`src/rtl/control_router.sv`:
```
// control_router: debounced front-panel buttons and mode switch merged with UART host commands
// into per-mode one-cycle command strobes. Define CTRL_AUTOREPEAT_EN for hold-to-repeat.
module control_router #(
   parameter int unsigned NUM_BTN       = 4,
   parameter int unsigned NUM_MODE      = 2,
   parameter int unsigned DEB_CYCLES    = 1_000_000,
   parameter int unsigned LOCK_TIMEOUT  = 0,
   parameter int unsigned REPEAT_DELAY  = 50_000_000,
   parameter int unsigned REPEAT_PERIOD = 10_000_000,
   localparam int unsigned MODE_W = (NUM_MODE > 2) ? $clog2(NUM_MODE) : 1
) (
   input  logic                        clk,
   input  logic                        rst,
   input  logic [NUM_BTN-1:0]          i_btn,
   input  logic                        i_sw_mode,
   input  logic [NUM_BTN-1:0]          i_pc_cmd,
   input  logic                        i_pc_mode,
   input  logic                        i_pc_mode_set,
   input  logic [MODE_W-1:0]           i_pc_mode_val,
   output logic [MODE_W-1:0]           o_mode,
   output logic [NUM_MODE*NUM_BTN-1:0] o_cmd,
   output logic [NUM_BTN-1:0]          o_btn_level,
   output logic                        o_pc_lock
);

   localparam int unsigned NUM_IN = NUM_BTN + 1;
   localparam int unsigned DEB_W  = $clog2(DEB_CYCLES);
   localparam int unsigned IDLE_W = (LOCK_TIMEOUT > 0) ? $clog2(LOCK_TIMEOUT + 1) : 1;

   // Switch lives in the top bit of the conditioned input vector.
   logic [NUM_IN-1:0]         sync1_q, sync2_q;
   logic [NUM_IN-1:0]         stable_q, stable_d;
   logic [DEB_W-1:0]          deb_cnt_q [NUM_IN];
   logic [DEB_W-1:0]          deb_cnt_d [NUM_IN];
   logic                      sw_ref_q;
   logic [NUM_BTN-1:0]        btn_prev_q;
   logic [MODE_W-1:0]         mode_q, mode_d, mode_inc_c;
   logic                      lock_q, lock_d;
   logic [IDLE_W-1:0]         idle_q, idle_d;
   logic [NUM_MODE*NUM_BTN-1:0] cmd_q, cmd_d;
   logic                      sw_edge_c, set_ok_c, host_act_c;
   logic [NUM_BTN-1:0]        press_c, rep_fire_c, evt_c;

   // Synchronisers run through reset so the switch level is valid when reset loads it.
   always_ff @(posedge clk) begin
      sync1_q <= {i_sw_mode, i_btn};
      sync2_q <= sync1_q;
   end

   // Debounce: flip the stable level once the input has differed for DEB_CYCLES cycles.
   always_comb begin
      stable_d = stable_q;
      for (int i = 0; i < NUM_IN; i++) begin
         deb_cnt_d[i] = '0;
         if (sync2_q[i] != stable_q[i]) begin
            if (deb_cnt_q[i] == DEB_W'(DEB_CYCLES - 1)) stable_d[i] = sync2_q[i];
            else deb_cnt_d[i] = deb_cnt_q[i] + DEB_W'(1);
         end
      end
   end

   assign sw_edge_c = stable_q[NUM_BTN] ^ sw_ref_q;
   assign press_c   = stable_q[NUM_BTN-1:0] & ~btn_prev_q;

`ifdef CTRL_AUTOREPEAT_EN
   localparam int unsigned REP_MAX = (REPEAT_DELAY > REPEAT_PERIOD) ? REPEAT_DELAY : REPEAT_PERIOD;
   localparam int unsigned REP_W   = $clog2(REP_MAX + 1);

   logic [REP_W-1:0]   rep_cnt_q [NUM_BTN];
   logic [REP_W-1:0]   rep_cnt_d [NUM_BTN];
   logic [NUM_BTN-1:0] rep_arm_q, rep_arm_d;

   // Count from the press cycle; first target is the delay, afterwards the period.
   always_comb begin
      rep_fire_c = '0;
      rep_arm_d  = '0;
      for (int b = 0; b < NUM_BTN; b++) begin
         rep_cnt_d[b] = '0;
         if (stable_q[b]) begin
            if (rep_cnt_q[b] == (rep_arm_q[b] ? REP_W'(REPEAT_PERIOD) : REP_W'(REPEAT_DELAY))) begin
               rep_fire_c[b] = 1'b1;
               rep_arm_d[b]  = 1'b1;
               rep_cnt_d[b]  = REP_W'(1);
            end else begin
               rep_arm_d[b]  = rep_arm_q[b];
               rep_cnt_d[b]  = rep_cnt_q[b] + REP_W'(1);
            end
         end
      end
   end

   always_ff @(posedge clk) begin
      if (rst) begin
         rep_arm_q <= '0;
         for (int b = 0; b < NUM_BTN; b++) rep_cnt_q[b] <= '0;
      end else begin
         rep_arm_q <= rep_arm_d;
         for (int b = 0; b < NUM_BTN; b++) rep_cnt_q[b] <= rep_cnt_d[b];
      end
   end
`else
   logic unused_rep_c;
   assign unused_rep_c = ^{32'(REPEAT_DELAY), 32'(REPEAT_PERIOD)};
   assign rep_fire_c   = '0;
`endif

   assign evt_c = press_c | i_pc_cmd | rep_fire_c;

   // Mode, host lock and command decode; commands use the mode held before this edge.
   always_comb begin
      set_ok_c   = i_pc_mode_set && (32'(i_pc_mode_val) < NUM_MODE);
      host_act_c = set_ok_c | i_pc_mode | (|i_pc_cmd);
      mode_inc_c = (mode_q == MODE_W'(NUM_MODE - 1)) ? '0 : mode_q + MODE_W'(1);
      mode_d     = mode_q;
      lock_d     = lock_q;
      idle_d     = idle_q;
      cmd_d      = '0;

      if (set_ok_c) begin
         mode_d = i_pc_mode_val;
         lock_d = 1'b1;
      end else if (i_pc_mode) begin
         mode_d = mode_inc_c;
         lock_d = 1'b1;
      end else if (sw_edge_c && !lock_q) begin
         mode_d = mode_inc_c;
      end

      if (host_act_c) idle_d = '0;
      else if (idle_q != IDLE_W'(LOCK_TIMEOUT)) idle_d = idle_q + IDLE_W'(1);

      if ((LOCK_TIMEOUT > 0) && !host_act_c && (idle_q == IDLE_W'(LOCK_TIMEOUT))) lock_d = 1'b0;

      for (int m = 0; m < NUM_MODE; m++) begin
         if (mode_q == MODE_W'(m)) cmd_d[m*NUM_BTN +: NUM_BTN] = evt_c;
      end
   end

   always_ff @(posedge clk) begin
      if (rst) begin
         stable_q   <= {sync2_q[NUM_BTN], {NUM_BTN{1'b0}}};
         sw_ref_q   <= sync2_q[NUM_BTN];
         btn_prev_q <= '0;
         mode_q     <= '0;
         lock_q     <= 1'b0;
         idle_q     <= '0;
         cmd_q      <= '0;
         for (int i = 0; i < NUM_IN; i++) deb_cnt_q[i] <= '0;
      end else begin
         stable_q   <= stable_d;
         sw_ref_q   <= stable_q[NUM_BTN];
         btn_prev_q <= stable_q[NUM_BTN-1:0];
         mode_q     <= mode_d;
         lock_q     <= lock_d;
         idle_q     <= idle_d;
         cmd_q      <= cmd_d;
         for (int i = 0; i < NUM_IN; i++) deb_cnt_q[i] <= deb_cnt_d[i];
      end
   end

   assign o_mode      = mode_q;
   assign o_cmd       = cmd_q;
   assign o_btn_level = stable_q[NUM_BTN-1:0];
   assign o_pc_lock   = lock_q;

endmodule

```
`config.mk`:
```
export PLATFORM = sky130hd
export DESIGN_NAME = control_router
export DESIGN_NICKNAME = d
export VERILOG_FILES = /design/src/rtl/control_router.sv
export SDC_FILE = /design/constraint.sdc
export NUM_CORES = 1
export LEC_CHECK = 0
export ABC_CLOCK_PERIOD_IN_PS = 2380
export BUFFER_PORTS_ARGS = -buffer_cell sky130_fd_sc_hd__buf_2
export CAP_MARGIN = 10
export CORE_ASPECT_RATIO = 1.4
export CORE_MARGIN = 2
export CORE_UTILIZATION = 60
export CTS_BUF_LIST = sky130_fd_sc_hd__clkbuf_4 sky130_fd_sc_hd__clkbuf_8
export DETAILED_ROUTE_END_ITERATION = 10
export MAX_ROUTING_LAYER = met4
export PLACE_DENSITY = 0.89
export SYNTH_ARGS = -nofsm -noshare
export SYNTH_HDL_FRONTEND = slang
export SYNTH_SLANG_ARGS = --single-unit
```
`constraint.sdc`:
```
create_clock -name clk -period 2.38 [get_ports clk]
set_input_delay 0.357 -clock clk [delete_from_list [all_inputs] [get_ports clk]]
set_output_delay 0.357 -clock clk [all_outputs]
set_load 0.01 [all_outputs]
```
==> impl_metrics.ini <==
[floorplan]
num_io_pins = 28
die_area_um2 = 9862
core_um2 = 8926
rows = 41
die_y_um = 116.7
initial_core_util_pct = 60.99
dieWidth_um = 84.51

[clock_network]
clkTransAtPathRegs_ps = 80
insertion_delay_ps = 450
clockBufferDepth = 2
htreeDepth = 4
cts_made_buffers = 17
cts_tree = yes
cts_root_buffer = clkbuf_8
numClockSinks = 130

[timing]
hold_ws_ps = 23.58
fin_crit_sh_pct = 88.74
final.setup.tns_ps = 0
finalHoldViolCount = 0
setup_slack_ps = 268.1
slew-limit-headroom_pct = 67.08
period_needed_ps = 2112
fmax_ghz = 0.4735
max_slew.worst_pin.slew_ps = 489.3
slew_violations = 0
grt_setup_unrepaired = false
fin_skew_ps = 10.84
setup_violations = 0

[logic_synthesis]
netlist_instances = 610
synth_flop_cell = dfxtp_1
async_reset_ff_share_pct = 0
synth.area.mux_share_pct = 0.4137
synth-compound-area-share_pct = 9.860
yosysWarnings = 0
syn_area_um2 = 5444
synth_xor_xnor_area_share_pct = 9.814
yosysSeqAreaShare_pct = 47.99
synth_fp_nets = 629
yosys.area_share.simple_pct = 26.73
ys_ff_latch = 130
synth_edf_count = 1
yosysUniqueCellTypes = 44
avgSynthCellArea_um2 = 8.925
synthAdderAreaFrac_pct = 1.149
synth_top_family_by_area = simple AND/OR/NAND/NOR gates

[routing]
dr.pass1.iters = 6
wirelength_um = 11110
wire_per_inst_um = 14.56
drt_iter0_drc = 332
drc = 0
num_vias = 4533
vias_per_cell = 5.941
ant_nets = 0

[pwr]
cellLeakagePower_nw = 2.018
p_per_area_nw_per_um2 = 719.0
peakVddDrop_mv = 0.4750

[worst_setup_path]
critPathRequiredTime_ps = 2760
slowest_stage = or4_1
worst-setup-path-type = flip-flop to flip-flop
cp.arrival_ps = 2500
crit_chain = ha_1 -> nand2_1 -> or4_1 -> or4_1 -> a21oi_1
path_max_fanout = 7
end_kind = flip-flop
cp-start-kind = flip-flop
slowest_delay_ps = 630
crit_top_cell = or4_1

[cells_and_area]
nets = 661
area_growth_pct = 12.46
drive_above_1_share_pct = 11.76

[place]
gp_congestion = 0.8285
port_buffers = 27
post-place-ws_ps = 297.4
dpl.hpwl_um = 7383

[job]
maxCapViolCount = 0

[global_routing]
antenna_found_initial = 1
grt_pass1_wl_um = 18800
gr-total-overflow = 0
grt_use_total_pct = 24.40
grt_max_degree = 22
first_global_vias = 4324

[min_path]
hold_class = input port to flip-flop

[status]
status = complete, no violations
[stage by stage]
step                      power [mW]  cell area [µm²]  instances  util [%]
after global routing           4.544             6122        763     68.59
after detailed placement       2.395             5639        726     63.18
final                          4.402             6122        763     68.59
after CTS                      4.427             6120        762     68.56
after global placement         2.388             5639        726     63.18
after floorplan                2.349             5444        610         -
[critical path, delay by kind of cell, from the launching register on]
kind            cells  cell delay (ps)
simple gates        3             1230
flops               1              420
fa+ha+maj           1              260
compound gates      1              140
[cells in the mapped netlist (all sizes together), types with 11 or more instances]
master	number	area share, %
buf	12	1.3
nor2	74	5.1
dfxtp	129	47
xor2	27	4.3
a21oi	43	4.0
nand2	25	1.7
or3	24	2.8
nor3	18	1.7
o31ai	15	2.3
nand3	46	4.4
clkbuf	11	0.78
o21ai	26	2.4
xnor2	34	5.5
nand4	16	2.1
or4	25	3.4
inv	29	2.0
[repair_timing]
action                    4_1_cts  5_1_grt
hold buffers                    4        0
hold endpoints to repair        4        0
resized for setup               0        0
setup buffers                   0        0
[kinds of logic (layout without fill, tap and decap cells)]
family,Yosys count,count (layout)
simple gates,270,270
flops,130,130
compound gates,90,90
xor+xnor,61,61
buf+inv,52,97
fa+ha+maj,5,5
mux,2,2
other cells,0,1
[flip-flops by register name (all words and copies together) (netlist names)]
signal / count
btn_prev_q: 4
deb_cnt_q: 100
o_cmd: 8
o_mode: 1
o_pc_lock: 1
stable_q: 5
sw_ref_q: 1
sync1_q: 5
sync2_q: 5
[placed cells by master (no fill, tap or decap), types with 5 or more instances in the layout]
cell type,synthesis,final
inv_1,29,29
dfxtp_1,129,129
buf_4,4,5
nor2b_1,5,5
ha_1,5,5
buf_2,7,27
clkbuf_8,0,17
o21ai_0,26,26
xor2_1,27,27
a21oi_1,43,43
and3_1,8,8
or3_1,23,23
nor3_1,18,18
or4_1,25,25
nor2_1,74,74
xnor2_1,34,34
nand2_1,25,25
clkinv_4,0,5
nor4_1,7,7
nor4b_1,6,6
nand4_1,15,15
o31ai_1,14,14
nand3_1,44,44
[final timing paths]
check,cells past startpoint,slack [ps],to,from
setup / recovery,5,270,deb_cnt_q[0][78],deb_cnt_q[0][60]
hold / removal,1,20,sync1_q[4],i_sw_mode
setup reg to reg,5,270,deb_cnt_q[0][78],deb_cnt_q[0][60]
hold reg to reg,0,330,sync2_q[2],sync1_q[2]
[where the power goes]
group | switching [mW] | internal (mW) | total (mW)
Clock | 0.902 | 1.15 | 2.05
Sequential | 0.0228 | 2.21 | 2.23
Combinational | 0.0716 | 0.0486 | 0.120
[area by class of cell]
cell class,count,area (µm²)
multi-input combinational,428,2611
tap,107,133.9
antenna,1,2.502
fill,686,2804
sequential,130,2613
inverter,29,108.9
clock inverter,15,206.4
clock buffer,17,234.0
timing repair buffer,36,212.7
[routing by layer]
layer  vias up  track usage [%]  share of wire (%)
li1       2224                -                  -
met1      2157            25.27                 39
met2       135            43.94                 54
met3        17            7.491                5.3
met4         0            8.254                1.7
met5         -                -                  0
No activity file was read; power rests on OpenSTA's default activity.
